## src/rtl/mem_access_if.sv

```systemverilog
// Request/response, data-memory and trace signals of the load/store engine.
// slave is the engine's view; master is the requester/memory side.
interface mem_access_if;
    logic        req_valid;
    logic        req_ready;
    logic        req_we;
    logic [1:0]  req_size;
    logic        req_unsigned;
    logic [31:0] req_addr;
    logic [31:0] req_wdata;
    logic [31:0] req_pc;
    logic        resp_valid;
    logic [31:0] resp_rdata;
    logic        resp_err;
    logic [31:0] mem_addr;
    logic [31:0] mem_wdata;
    logic        mem_we;
    logic [31:0] mem_rdata;
    logic        trace_valid;
    logic [31:0] trace_pc;
    logic [31:0] trace_addr;
    logic [31:0] trace_data;

    modport slave (
        input  req_valid, req_we, req_size, req_unsigned, req_addr, req_wdata, req_pc, mem_rdata,
        output req_ready, resp_valid, resp_rdata, resp_err, mem_addr, mem_wdata, mem_we,
               trace_valid, trace_pc, trace_addr, trace_data
    );

    modport master (
        output req_valid, req_we, req_size, req_unsigned, req_addr, req_wdata, req_pc, mem_rdata,
        input  req_ready, resp_valid, resp_rdata, resp_err, mem_addr, mem_wdata, mem_we,
               trace_valid, trace_pc, trace_addr, trace_data
    );
endinterface

```

## src/rtl/mem_access_unit.sv

```systemverilog
// Load/store engine between the CPU memory stage and a word-wide data memory
// with combinational read. Sub-word stores are done as read-modify-write.
module mem_access_unit #(
    parameter int MEM_BYTES = 32768
) (
    input logic         clk,
    input logic         reset,
    mem_access_if.slave bus
);
    typedef enum logic [1:0] {IDLE, RD, WR, RESP} state_t;

    state_t      state;
    logic        we_q;
    logic [1:0]  size_q;
    logic        uns_q;
    logic [1:0]  off_q;
    logic [15:0] wdata_q;   // sub-word stores only need the low half
    logic [31:0] pc_q;
    logic [31:0] word_q;
    logic        req_bad;

    // Extract the addressed lane of a memory word and extend it to 32 bits.
    function automatic logic [31:0] load_ext(input logic [31:0] word, input logic [1:0] off,
                                             input logic [1:0] size, input logic uns);
        logic [31:0] sh;
        sh = word >> {off, 3'b000};
        case (size)
            2'b00:   load_ext = uns ? {24'b0, sh[7:0]}  : {{24{sh[7]}}, sh[7:0]};
            2'b01:   load_ext = uns ? {16'b0, sh[15:0]} : {{16{sh[15]}}, sh[15:0]};
            default: load_ext = word;
        endcase
    endfunction

    // Overlay store data onto the old word; unselected lanes pass through.
    function automatic logic [31:0] merge(input logic [31:0] word, input logic [15:0] wdata,
                                          input logic [1:0] off, input logic [1:0] size);
        logic [31:0] m;
        m = word;
        if (size == 2'b00)
            m[{off, 3'b000} +: 8] = wdata[7:0];
        else
            m[{off[1], 4'b0000} +: 16] = wdata;
        return m;
    endfunction

    assign req_bad = (bus.req_size == 2'b11)
                  || (bus.req_size == 2'b01 && bus.req_addr[0])
                  || (bus.req_size == 2'b10 && bus.req_addr[1:0] != 2'b00)
                  || (bus.req_addr > 32'(MEM_BYTES - 1));

    assign bus.req_ready   = (state == IDLE) && !reset;
    assign bus.trace_valid = bus.mem_we;
    assign bus.trace_pc    = pc_q;
    assign bus.trace_addr  = bus.mem_addr;
    assign bus.trace_data  = bus.mem_wdata;

    // Load result comes from the word captured in RD; zero for stores and errors.
    always_comb begin
        bus.resp_rdata = '0;
        if (state == RESP && !we_q && !bus.resp_err)
            bus.resp_rdata = load_ext(word_q, off_q, size_q, uns_q);
    end

    // Control FSM; memory and response outputs are set on the edge entering each state.
    always_ff @(posedge clk) begin
        if (reset) begin
            state          <= IDLE;
            we_q           <= 1'b0;
            size_q         <= '0;
            uns_q          <= 1'b0;
            off_q          <= '0;
            wdata_q        <= '0;
            pc_q           <= '0;
            word_q         <= '0;
            bus.resp_valid <= 1'b0;
            bus.resp_err   <= 1'b0;
            bus.mem_we     <= 1'b0;
            bus.mem_addr   <= '0;
            bus.mem_wdata  <= '0;
        end else begin
            case (state)
                IDLE: if (bus.req_valid) begin
                    we_q    <= bus.req_we;
                    size_q  <= bus.req_size;
                    uns_q   <= bus.req_unsigned;
                    off_q   <= bus.req_addr[1:0];
                    wdata_q <= bus.req_wdata[15:0];
                    pc_q    <= bus.req_pc;
                    if (req_bad) begin
                        // Errors skip memory entirely.
                        state          <= RESP;
                        bus.resp_valid <= 1'b1;
                        bus.resp_err   <= 1'b1;
                    end else if (!bus.req_we || bus.req_size != 2'b10) begin
                        state        <= RD;
                        bus.mem_addr <= {bus.req_addr[31:2], 2'b00};
                    end else begin
                        state         <= WR;
                        bus.mem_we    <= 1'b1;
                        bus.mem_addr  <= {bus.req_addr[31:2], 2'b00};
                        bus.mem_wdata <= bus.req_wdata;
                    end
                end
                RD: begin
                    word_q <= bus.mem_rdata;
                    if (we_q) begin
                        state         <= WR;
                        bus.mem_we    <= 1'b1;
                        bus.mem_wdata <= merge(bus.mem_rdata, wdata_q, off_q, size_q);
                    end else begin
                        state          <= RESP;
                        bus.mem_addr   <= '0;
                        bus.resp_valid <= 1'b1;
                    end
                end
                WR: begin
                    state          <= RESP;
                    bus.mem_we     <= 1'b0;
                    bus.mem_addr   <= '0;
                    bus.mem_wdata  <= '0;
                    bus.resp_valid <= 1'b1;
                end
                RESP: begin
                    state          <= IDLE;
                    bus.resp_valid <= 1'b0;
                    bus.resp_err   <= 1'b0;
                end
                default: state <= IDLE;
            endcase
        end
    end
endmodule

```

## src/flat_wrapper.sv

```systemverilog
// flat-port wrapper written by rule: the top's interface ports become plain ports
module mem_access_unit_flat 
#(
    parameter int MEM_BYTES = 32768
)
  (clk, reset, bus_req_valid, bus_req_we, bus_req_size, bus_req_unsigned, bus_req_addr, bus_req_wdata, bus_req_pc, bus_mem_rdata, bus_req_ready, bus_resp_valid, bus_resp_rdata, bus_resp_err, bus_mem_addr, bus_mem_wdata, bus_mem_we, bus_trace_valid, bus_trace_pc, bus_trace_addr, bus_trace_data);
  mem_access_if bus_i ();
  input logic clk;
  input logic reset;
  input wire logic [$bits(bus_i.req_valid)-1:0] bus_req_valid;
  input wire logic [$bits(bus_i.req_we)-1:0] bus_req_we;
  input wire logic [$bits(bus_i.req_size)-1:0] bus_req_size;
  input wire logic [$bits(bus_i.req_unsigned)-1:0] bus_req_unsigned;
  input wire logic [$bits(bus_i.req_addr)-1:0] bus_req_addr;
  input wire logic [$bits(bus_i.req_wdata)-1:0] bus_req_wdata;
  input wire logic [$bits(bus_i.req_pc)-1:0] bus_req_pc;
  input wire logic [$bits(bus_i.mem_rdata)-1:0] bus_mem_rdata;
  output wire logic [$bits(bus_i.req_ready)-1:0] bus_req_ready;
  output wire logic [$bits(bus_i.resp_valid)-1:0] bus_resp_valid;
  output wire logic [$bits(bus_i.resp_rdata)-1:0] bus_resp_rdata;
  output wire logic [$bits(bus_i.resp_err)-1:0] bus_resp_err;
  output wire logic [$bits(bus_i.mem_addr)-1:0] bus_mem_addr;
  output wire logic [$bits(bus_i.mem_wdata)-1:0] bus_mem_wdata;
  output wire logic [$bits(bus_i.mem_we)-1:0] bus_mem_we;
  output wire logic [$bits(bus_i.trace_valid)-1:0] bus_trace_valid;
  output wire logic [$bits(bus_i.trace_pc)-1:0] bus_trace_pc;
  output wire logic [$bits(bus_i.trace_addr)-1:0] bus_trace_addr;
  output wire logic [$bits(bus_i.trace_data)-1:0] bus_trace_data;
  assign bus_i.req_valid = bus_req_valid;
  assign bus_i.req_we = bus_req_we;
  assign bus_i.req_size = bus_req_size;
  assign bus_i.req_unsigned = bus_req_unsigned;
  assign bus_i.req_addr = bus_req_addr;
  assign bus_i.req_wdata = bus_req_wdata;
  assign bus_i.req_pc = bus_req_pc;
  assign bus_i.mem_rdata = bus_mem_rdata;
  assign bus_req_ready = bus_i.req_ready;
  assign bus_resp_valid = bus_i.resp_valid;
  assign bus_resp_rdata = bus_i.resp_rdata;
  assign bus_resp_err = bus_i.resp_err;
  assign bus_mem_addr = bus_i.mem_addr;
  assign bus_mem_wdata = bus_i.mem_wdata;
  assign bus_mem_we = bus_i.mem_we;
  assign bus_trace_valid = bus_i.trace_valid;
  assign bus_trace_pc = bus_i.trace_pc;
  assign bus_trace_addr = bus_i.trace_addr;
  assign bus_trace_data = bus_i.trace_data;
  mem_access_unit #(.MEM_BYTES(MEM_BYTES)) u_core (.clk(clk), .reset(reset), .bus(bus_i));
endmodule
```

## config.mk

```make
export PLATFORM = sky130hd
export DESIGN_NAME = mem_access_unit_flat
export DESIGN_NICKNAME = d
export VERILOG_FILES = /design/src/rtl/mem_access_if.sv /design/src/rtl/mem_access_unit.sv /design/src/flat_wrapper.sv
export SDC_FILE = /design/constraint.sdc
export NUM_CORES = 1
export LEC_CHECK = 0
export CORE_MARGIN = 2
export CORE_UTILIZATION = 43
export DETAILED_ROUTE_END_ITERATION = 10
export PLACE_DENSITY = 0.84
export SLEW_MARGIN = 10
export SYNTH_ARGS = -nofsm -noshare
export SYNTH_HDL_FRONTEND = slang
export SYNTH_SLANG_ARGS = --single-unit
export TNS_END_PERCENT = 1
```

## constraint.sdc

```tcl
create_clock -name clk -period 2.6 [get_ports clk]
set_input_delay 0.78 -clock clk [delete_from_list [all_inputs] [get_ports clk]]
set_output_delay 0.78 -clock clk [all_outputs]
set_load 0.05 [all_outputs]
```

==> summary.md <==
| Metric | Value |
|---|---|
| Post-CTS Setup Bufs | `0` |
| R2R Setup Slk | `180 ps` |
| Mux cell area share after synthesis | `0.0918` |
| Tcrit/Tclk final | `1.15` |
| Post-synthesis simple-gate area fraction | `0.124` |
| Crit path max fanout | `9` |
| Layout Nets | `1,306` |
| 1st-iter DRT viols | `784` |
| Largest family of logic cells by synthesized area | `compound AO/OA/AOI/OAI gates` |
| Largest net degree at the start of global routing | `88` |
| GR Overflow Total | `0` |
| RR Startpoint | `u_core.off_q[1]` |
| Type of the worst setup path | `flop to output port` |
| Synth top area share | `0.393` |
| Total leakage power | `0.00432 µW` |
| Worst Hold Launch | `u_core.bus.trace_pc[30]` |
| Cell mode on critical path | `buf_12` |
| Port buffer count | `327` |
| Final setup viols | `31` |
| Gr usage total | `0.279` |
| Antenna fix cells | `0` |
| Critical path launch point type | `flop` |
| Hold path endpoint | `u_core.bus.trace_pc[30]` |
| Required time of the worst setup path | `1820 ps` |
| Least-Margin Pin Slew | `1010 ps` |
| Synth Area in Adders | `0.0161` |
| Share of layout cells above drive strength 1 | `0.158` |
| Compound-Gate Fraction of Synth Area | `0.256` |
| Fill cells | `1,346` |
| Routed Wire Length | `28,100 µm` |
| Ys async rst share | `0` |
| Vias in the first global route | `7,632` |
| Drt wl/cell | `20.1 µm` |
| Failing checks | `setup timing` |
| Register area | `0.00307 mm²` |
| Synth Instances | `901` |
| Outcome | `finished with violations` |
| Setup TNS Final | `-7180 ps` |
| Synth Area in XOR/XNOR | `0` |
| Post-synth EDFFs | `0` |
| Number of synthesized register bits | `153` |
| Hold-fix buffers, CTS | `0` |
| First-pass GRT wire length | `42,800 µm` |
| Chip Width | `139 µm` |
| CTS Buf Count | `17` |
| Row count | `49` |
| Core area | `0.0178 mm²` |
| Register area share after synthesis | `0.393` |
| RR Endpoint | `u_core.bus.mem_wdata[28]` |
| Placer congestion estimate | `0.900` |
| Crit path depth | `7` |
| Critical Path AT | `2210 ps` |
| Hold path depth | `2` |
| DP HPWL | `21,000 µm` |
| Max VDD drop | `0.000819 V` |
| Setup Skew | `7.95 ps` |
| CP bufs+invs | `2` |
| Slew Limit Fails | `0` |
| Vias post-DR | `7,927` |
| Synth Area per Inst | `8.64 µm²` |
| Finished Layout Cells | `1,403` |
| PwrDens | `1250 mW/mm²` |
| Count leader, synth | `dfxtp_1` |
| CP Capture Type | `output port` |
| Reg2reg path depth | `9` |
| Final hold viol count | `0` |
| Delay-heaviest family, CP | `multiplexers` |
| Drt first pass iters | `5` |
| Post-route setup slack | `-386 ps` |
| Max Clk Rate | `0.335 GHz` |
| Util after Layout | `0.679` |
| Initial antenna violation count | `0` |
| RSZ-0062 raised after global routing | `true` |
| Clock Sinks | `153` |
| Tmin final | `2990 ps` |
| Hold/Removal Path Class | `flop to flop` |
| Synth area leaders | `dfxtp_1, mux2i_1, a21oi_1` |
| Clk_lat worst skew | `430 ps` |
| CTS tree | `built` |
| Cell at the slowest stage of the critical path | `mux4_2` |
| Most instantiated cells after synthesis | `dfxtp_1, nand2_1, a21oi_1` |
| Layout area overhead | `55.5%` |
| H-tree Lvls | `4` |
| Synth unique cells | `55` |
| Root Buffer | `clkbuf_16` |
| DRT antenna net count | `0` |
| Worst-path clk slew | `60 ps` |
| Normalized max-slew margin | `0.329` |
| Multi-input combinational cell area | `0.00412 mm²` |
| Die Height | `139 µm` |
| Ys flop type | `dfxtp_1` |
| IO Pins | `332` |
| Crit path cell chain | `nand2b_1 -> mux4_2 -> nor2_4 -> o21ai_4 -> buf_12 -> a21oi_4 -> buf_12` |
| Synth Warn # | `0` |
| Die area | `0.0192 mm²` |
| DRC Markers | `0` |
| Worst-case clock buffer depth | `2` |
| Max_cap viols | `0` |
| Critical Path Max Stage Delay | `520 ps` |
| Placed cell count | `1,371` |
| Synthesized area | `0.00779 mm²` |
| Largest area contributor in the netlist | `dfxtp_1` |
| Initial core utilization | `0.436` |
| Vias/cell | `5.65` |
## area by class of cell
type / instances / area share
clock buffers: 22 / 0.0383
clock inverters: 10 / 0.00796
well taps: 229 / 0.0237
multi-input cells: 581 / 0.340
repair buffers: 379 / 0.327
flip-flops and latches: 153 / 0.253
inverters: 29 / 0.00899
## through the flow
step	power [µW]	cell area, µm²	hold WS (ps)	worst slack (ps)
final	15100	12100	452	-386
after global routing	15700	12100	471	-454
after CTS	15100	12100	454	-400
after detailed placement	12700	11500	446	-363
after global placement	12500	11500	440	-340
after floorplan	10100	8030	448	-254
## power by group
group,internal [µW],switching [µW]
Clock,1370,981
Combinational,3140,5880
Sequential,3040,722
## state kept, by name, summed over array words and instances (netlist names), 2 cells and up
name and count:
u_core.off_q 2, u_core.wdata_q 16, u_core.word_q 32, u_core.bus.mem_addr 30
u_core.state 2, u_core.size_q 2, u_core.bus.mem_wdata 32, u_core.bus.trace_pc 32
## worst max path at each step
stage | from | endpoint | slack [ps]
final | u_core.off_q[0] | bus_resp_rdata[27] | -390
after floorplan | u_core.off_q[0] | bus_resp_rdata[16] | -250
after detailed placement | bus_req_addr[20] | u_core.bus.mem_addr[13] | -360
after global placement | bus_req_addr[20] | u_core.bus.mem_addr[10] | -340
after CTS | u_core.off_q[0] | bus_resp_rdata[27] | -400
after global routing | u_core.off_q[0] | bus_resp_rdata[27] | -450
## cell usage in the layout (no fill, tap or decap), drive strengths merged, types with 2 or more instances in the layout
cell type / instances
a21oi: 131
a211oi: 50
clkinvlp: 4
nor4: 4
o221a: 7
clkbuf: 22
nand2b: 2
mux2i: 68
inv: 29
nand3b: 8
clkdlybuf4s50: 293
or4: 2
nor3: 3
nor2: 49
nor4b: 2
clkinv: 5
o22ai: 7
a221oi: 16
nand2: 130
o21ai: 5
nand4: 2
and2: 3
a31oi: 9
dfxtp: 153
or2: 2
buf: 86
nor2b: 3
conb: 4
ha: 10
a222oi: 16
o2111ai: 2
a22o: 30
## routing by layer
metal	wire length [µm]	vias up	GRT usage
met1	11000	3758	0.343
li1	-	3689	-
met5	0	-	0
met2	13700	428	0.469
met3	2580	52	0.0787
met4	816	0	0.102
## cell families after synthesis
family | count (synthesis)
fa+ha+maj | 10
mux | 70
flops | 153
simple gates | 216
buf+inv | 170
other cells | 1
compound gates | 281
## tightest hold or removal path, delay by kind of cell, from the launching register on
family | cells | cell delay, ps
flops | 1 | 310
compound gates | 1 | 50
simple gates | 1 | 50
## repair_timing
action	4_1_cts	5_1_grt
endpoints found under the setup margin	35	68
pin swaps	1	1
resized for setup	9	10
Note: power is estimated with default switching activity, not from simulation.
